<file path="src/rtl/s2mm_writer_pkg.sv">
// Shared AXI constants, FSM state encoding and the AxSIZE helper for the stream-to-memory writer.
package s2mm_writer_pkg;

  localparam logic [1:0] AXI_BURST_INCR = 2'b01;
  localparam logic [1:0] AXI_RESP_OKAY  = 2'b00;

  typedef enum logic [2:0] {
    S2MM_IDLE  = 3'b001,
    S2MM_ISSUE = 3'b010,
    S2MM_RESP  = 3'b100
  } s2mm_state_e;

  // AXI AxSIZE encoding is log2 of the bytes per beat.
  function automatic logic [2:0] axi_size(input int data_width);
    int bytes;
    logic [2:0] size;
    bytes = data_width / 8;
    size  = 3'd0;
    for (int i = 0; i < 8; i++) begin
      if ((1 << i) == bytes) size = 3'(i);
    end
    return size;
  endfunction

endpackage

</file>
<file path="src/rtl/s2mm_writer.sv">
// Stream-to-memory writer: each accepted AXI4-Stream sample becomes one single-beat AXI4 write
// to the address sync_manager presents on write_buffer.
module s2mm_writer
  import s2mm_writer_pkg::*;
#(
  parameter int MM_ADDR_WIDTH = 32,
  parameter int DATA_WIDTH    = 32
) (
  input  logic                     aclk,
  input  logic                     areset,
  input  logic [DATA_WIDTH-1:0]    s_axis_tdata,
  input  logic                     s_axis_tvalid,
  output logic                     s_axis_tready,
  input  logic [MM_ADDR_WIDTH-1:0] write_buffer,
  output logic                     reading,
  output logic                     writing,
  output logic [MM_ADDR_WIDTH-1:0] m_axi_awaddr,
  output logic [7:0]               m_axi_awlen,
  output logic [2:0]               m_axi_awsize,
  output logic [1:0]               m_axi_awburst,
  output logic                     m_axi_awvalid,
  input  logic                     m_axi_awready,
  output logic [DATA_WIDTH-1:0]    m_axi_wdata,
  output logic [DATA_WIDTH/8-1:0]  m_axi_wstrb,
  output logic                     m_axi_wlast,
  output logic                     m_axi_wvalid,
  input  logic                     m_axi_wready,
  input  logic [1:0]               m_axi_bresp,
  input  logic                     m_axi_bvalid,
  output logic                     m_axi_bready,
  output logic                     resp_error,
  output logic [15:0]              error_count,
  output logic [2:0]               debug_state
);

  // Handshakes: a transfer happens on a rising edge where valid and ready are both 1; a raised
  // valid holds, with its payload stable, until that edge; ready may change freely.

  localparam logic [2:0] AWSIZE = axi_size(DATA_WIDTH);

  s2mm_state_e state, state_next;
  logic        accept;
  logic        tready_next, awvalid_next, wvalid_next, bready_next, writing_next;
  logic        resp_bad;

  assign m_axi_awlen   = 8'd0;
  assign m_axi_awsize  = AWSIZE;
  assign m_axi_awburst = AXI_BURST_INCR;
  assign m_axi_wstrb   = '1;
  assign m_axi_wlast   = 1'b1;
  assign debug_state   = state;

  // A reset cycle must never look like an acceptance to sync_manager.
  assign accept  = s_axis_tvalid & s_axis_tready & ~areset;
  assign reading = accept;

  always_comb begin
    state_next   = state;
    tready_next  = 1'b0;
    awvalid_next = m_axi_awvalid;
    wvalid_next  = m_axi_wvalid;
    bready_next  = m_axi_bready;
    writing_next = 1'b0;
    case (state)
      S2MM_IDLE: begin
        tready_next = ~accept;
        if (accept) begin
          awvalid_next = 1'b1;
          wvalid_next  = 1'b1;
          state_next   = S2MM_ISSUE;
        end
      end
      S2MM_ISSUE: begin
        if (m_axi_awready) awvalid_next = 1'b0;
        if (m_axi_wready)  wvalid_next  = 1'b0;
        if (!awvalid_next && !wvalid_next) begin
          bready_next = 1'b1;
          state_next  = S2MM_RESP;
        end
      end
      S2MM_RESP: begin
        if (m_axi_bvalid) begin
          bready_next  = 1'b0;
          writing_next = 1'b1;
          state_next   = S2MM_IDLE;
        end
      end
      default: state_next = S2MM_IDLE;
    endcase
  end

  assign resp_bad = writing_next && (m_axi_bresp != AXI_RESP_OKAY);

  always_ff @(posedge aclk) begin
    if (areset) begin
      state         <= S2MM_IDLE;
      s_axis_tready <= 1'b0;
      m_axi_awvalid <= 1'b0;
      m_axi_wvalid  <= 1'b0;
      m_axi_bready  <= 1'b0;
      writing       <= 1'b0;
      m_axi_awaddr  <= '0;
      m_axi_wdata   <= '0;
      resp_error    <= 1'b0;
      error_count   <= 16'd0;
    end else begin
      state         <= state_next;
      s_axis_tready <= tready_next;
      m_axi_awvalid <= awvalid_next;
      m_axi_wvalid  <= wvalid_next;
      m_axi_bready  <= bready_next;
      writing       <= writing_next;
      if (accept) begin
        m_axi_awaddr <= write_buffer;
        m_axi_wdata  <= s_axis_tdata;
      end
      if (resp_bad) begin
        resp_error <= 1'b1;
        if (error_count != 16'hFFFF) error_count <= error_count + 16'd1;
      end
    end
  end

endmodule

</file>
<file path="config.mk">
export PLATFORM = sky130hd
export DESIGN_NAME = s2mm_writer
export DESIGN_NICKNAME = d
export VERILOG_FILES = /design/src/rtl/s2mm_writer_pkg.sv /design/src/rtl/s2mm_writer.sv
export SDC_FILE = /design/constraint.sdc
export NUM_CORES = 1
export LEC_CHECK = 0
export CAP_MARGIN = 20
export CORE_MARGIN = 5
export CORE_UTILIZATION = 43
export CTS_CLUSTER_DIAMETER = 100
export CTS_CLUSTER_SIZE = 10
export DETAILED_ROUTE_END_ITERATION = 12
export PLACE_DENSITY = 0.95
export REMOVE_ABC_BUFFERS = 1
export SLEW_MARGIN = 20
export SYNTH_ARGS = -nofsm -noshare
export SYNTH_HDL_FRONTEND = slang
export SYNTH_SLANG_ARGS = --single-unit
</file>
<file path="constraint.sdc">
create_clock -name aclk -period 2.6 [get_ports aclk]
set_input_delay 0.52 -clock aclk [delete_from_list [all_inputs] [get_ports aclk]]
set_output_delay 0.52 -clock aclk [all_outputs]
set_load 0.02 [all_outputs]
</file>
==> impl_results.md, run 1 <==
- Hold Crit Class: reg2reg
- Share of cells above drive strength 1: 5.31%
- Total Routing Usage GR: 18.6%
- Hold Vio Cnt, Final: 0
- # rows: 33
- Chip height: 102 µm
- Final setup violation count: 0
- Maximum fanout along the worst path: 3
- Crit-path cells: clkdlybuf4s50_1, nand3b_1, inv_1, clkdlybuf4s50_1
- I/O pins: 180
- Slew headroom: 36.5%
- RSZ-0062 raised after global routing: false
- Crit Path Category: in2out
- Leak: 1.90 nW
- Post-synth cell types: 42
- Area contributors post-synth: dfxtp_1 49%, nand2_1 14%, a21oi_1 10%
- Post-CTS Hold Buffers: 0
- Maximum number of pins on one net before global-route repair: 98
- Final Cycle Share: 89.5%
- Cts repair resizes: 0
- Outcome: completed
- Clk buf depth: 2
- Switching Power: 0.848 mW
- Slowest cell on crit path: clkdlybuf4s50_1
- GRT Residual Overflow: 0
- Max rail drop VDD: 0.414 mV
- Die X: 102 µm
- Clk_lat worst skew: 0.34 ns
- P&R area growth vs syn: 48.8%
- Worst EP required: 2.08 ns
- Post-route setup TNS: 0 ns
- Fill cells: 653
- Clock Skews: 0.00977 ns
- RD Place Congestion: 0.769
- Max-cap violations: 0
- Slew Viols, Final: 0
- Post-layout min period: 2.33 ns
- Wirelength per Cell: 14.3 µm
- Seq/Total Area, Yosys: 49.1%
- Post-synth EDFFs: 0
- Net Sw Frac: 27.9%
- TritonRoute pass-1 iters: 4
- Internal: 2.19 mW
- Fmax: 430 MHz
- Vias in the first global route: 3291
- Synth async-reset ratio: 0%
- Initial antenna violation count: 0
- Synth top area share: 49.1%
- Ys Warns: 0
- Crit. End Element: output pin
- Post-Syn Area: 0.00363 mm²
- CP Launch Type: input port
- Count leader, synth: nand2_1
- Starting density of the core: 44.2%
- Vias: 3515
- Antenna fix cells: 0
- Layout net count: 671
- Num CTS Buffers: 9
- Critical Path AT: 1.81 ns
- H-tree Lvls: 3
- Mapped Cells: 452
- Final worst setup slack: 0.272 ns
- Dpl hpwl: 7.31 mm
- Setup slack at placement: 0.260 ns
- Initial DRC Count: 98
- PortBufs: 161
- CTS tree: done
- Dominant synthesized flop cell: dfxtp_1
- Sink Count: 89
- Seq pwr share: 49.1%
- Clock Power Share: 30.0%
- Most frequent CP cell: clkdlybuf4s50_1
- Flop2flop setup slack: 0.62 ns
- FF+latch count, synth: 89
- Most frequent cells after synthesis: 140 x nand2_1, 89 x dfxtp_1, 75 x a21oi_1
- Logic pwr share: 20.9%
- Via density: 4.96
- DRT antenna net count: 0
- Total routed wirelength: 10.1 mm
- Die area: 0.0104 mm²
- Root buf cell: clkbuf_8
- Slowest stage delay, CP: 0.60 ns
- Clock slew at reported path FFs: 0.08 ns
- DRC: 0
- Post-CTS Setup Inserts: 0
- First-pass GRT wire length: 15.6 mm
- Worst-Margin Slew: 0.953 ns
- Core area: 0.00822 mm²
- P per Cell Area: 563 mW/mm²
- Synth area leader: dfxtp_1
- Mean Syn Cell Area: 8.04 µm²
## cell usage in the layout (no fill, tap or decap), drive strengths merged, types with 2 or more instances in the layout
cell type	synthesis	final
buf	24	4
o2111a	2	2
and4	2	2
and3	3	3
nor3	7	7
inv	7	7
nor2	14	14
a21oi	76	76
nor4	2	2
clkbuf	21	12
a31oi	2	2
and2	2	2
nand4	2	2
nor3b	3	3
a41oi	2	2
nand2	140	140
mux2	7	7
a211oi	4	4
clkdlybuf4s50	0	160
nand3	5	5
a311oi	5	5
o21ai	4	4
nand2b	3	3
or2	2	2
conb	2	18
nor2b	11	11
clkinvlp	0	2
dfxtp	89	89
## flip-flops by register name (all words and copies together) (netlist names)
signal / flops
m_axi_bready: 1
s_axis_tready: 1
writing: 1
debug_state: 3
m_axi_awvalid: 1
m_axi_wvalid: 1
m_axi_awaddr: 32
m_axi_wdata: 32
error_count: 16
resp_error: 1
## per-stage QoR
| step | hold WS, ns | instance area (µm²) | power, mW | util, % | cells |
|---|---|---|---|---|---|
| 4_1_cts | 0.458 | 5410 | 3.08 | 65.8 | 708 |
| 6_report | 0.455 | 5410 | 3.04 | 65.8 | 708 |
| 5_1_grt | 0.474 | 5410 | 3.20 | 65.8 | 708 |
| 3_5_place_dp | 0.446 | 5220 | 2.17 | 63.5 | 692 |
| 2_1_floorplan | 0.516 | 3440 | 1.81 | - | 423 |
| 3_3_place_gp | 0.440 | 5220 | 2.15 | 63.5 | 692 |
## path summary, 6_finish.rpt
path	startpoint	endpoint	cells past startpoint
min reg2reg	m_axi_awaddr[3]	m_axi_awaddr[3]	2
min	m_axi_awaddr[3]	m_axi_awaddr[3]	2
max	s_axis_tvalid	reading	4
max reg2reg	error_count[3]	error_count[0]	4
## power groups by stage
stage                     Sequential [mW]  Combinational (mW)  Clock, mW
after floorplan                      1.62               0.186          0
after global placement               1.52               0.629          0
after detailed placement             1.53               0.641          0
final                                1.49               0.636      0.912
after global routing                 1.51               0.685       1.01
after CTS                            1.50               0.643      0.943
## cell families (layout without fill, tap and decap cells)
kind of cell	count (synthesis)	count (layout)	synth area share, %
other cells	2	18	0.207
buf+inv	52	187	7.65
simple gates	201	201	24.8
fa+ha+maj	1	1	0.344
compound gates	99	99	15.5
flops	89	89	49.1
mux	8	8	2.45
## critical path, delay by kind of cell
kind | cells | cell delay [ns]
buffers and inverters | 3 | 1.17
and+or+nand+nor | 1 | 0.11
## area by class of cell
cell class	count	area [µm²]	area share (%)
Sequential cell	89	1780	33.0
Timing Repair Buffer	164	1640	30.4
Multi-Input combinational cell	327	1640	30.3
Clock buffer	12	135	2.50
Tap cell	105	131	2.43
Clock inverter	4	53.8	0.995
Inverter	7	26.3	0.486
## layer usage
layer	track usage [%]	up-vias	routed length, µm	share of wire (%)
met5	0	-	0	0
met1	21.8	1595	4050	40
met4	5.35	0	197	2.0
met2	31.4	141	4780	47
li1	-	1763	-	-
met3	7.44	16	1070	11
Power figures use the tool's default switching activity.
==> run 2: changes to the inputs <==
--- a/config.mk
+++ b/config.mk
@@ -13,6 +13,7 @@
 export DETAILED_ROUTE_END_ITERATION = 12
 export PLACE_DENSITY = 0.95
 export REMOVE_ABC_BUFFERS = 1
+export SKIP_LAST_GASP = 1
 export SLEW_MARGIN = 20
 export SYNTH_ARGS = -nofsm -noshare
 export SYNTH_HDL_FRONTEND = slang
==> results of run 2 <==
Same layout as run 1: the final DEF is identical, and so are final timing and power.
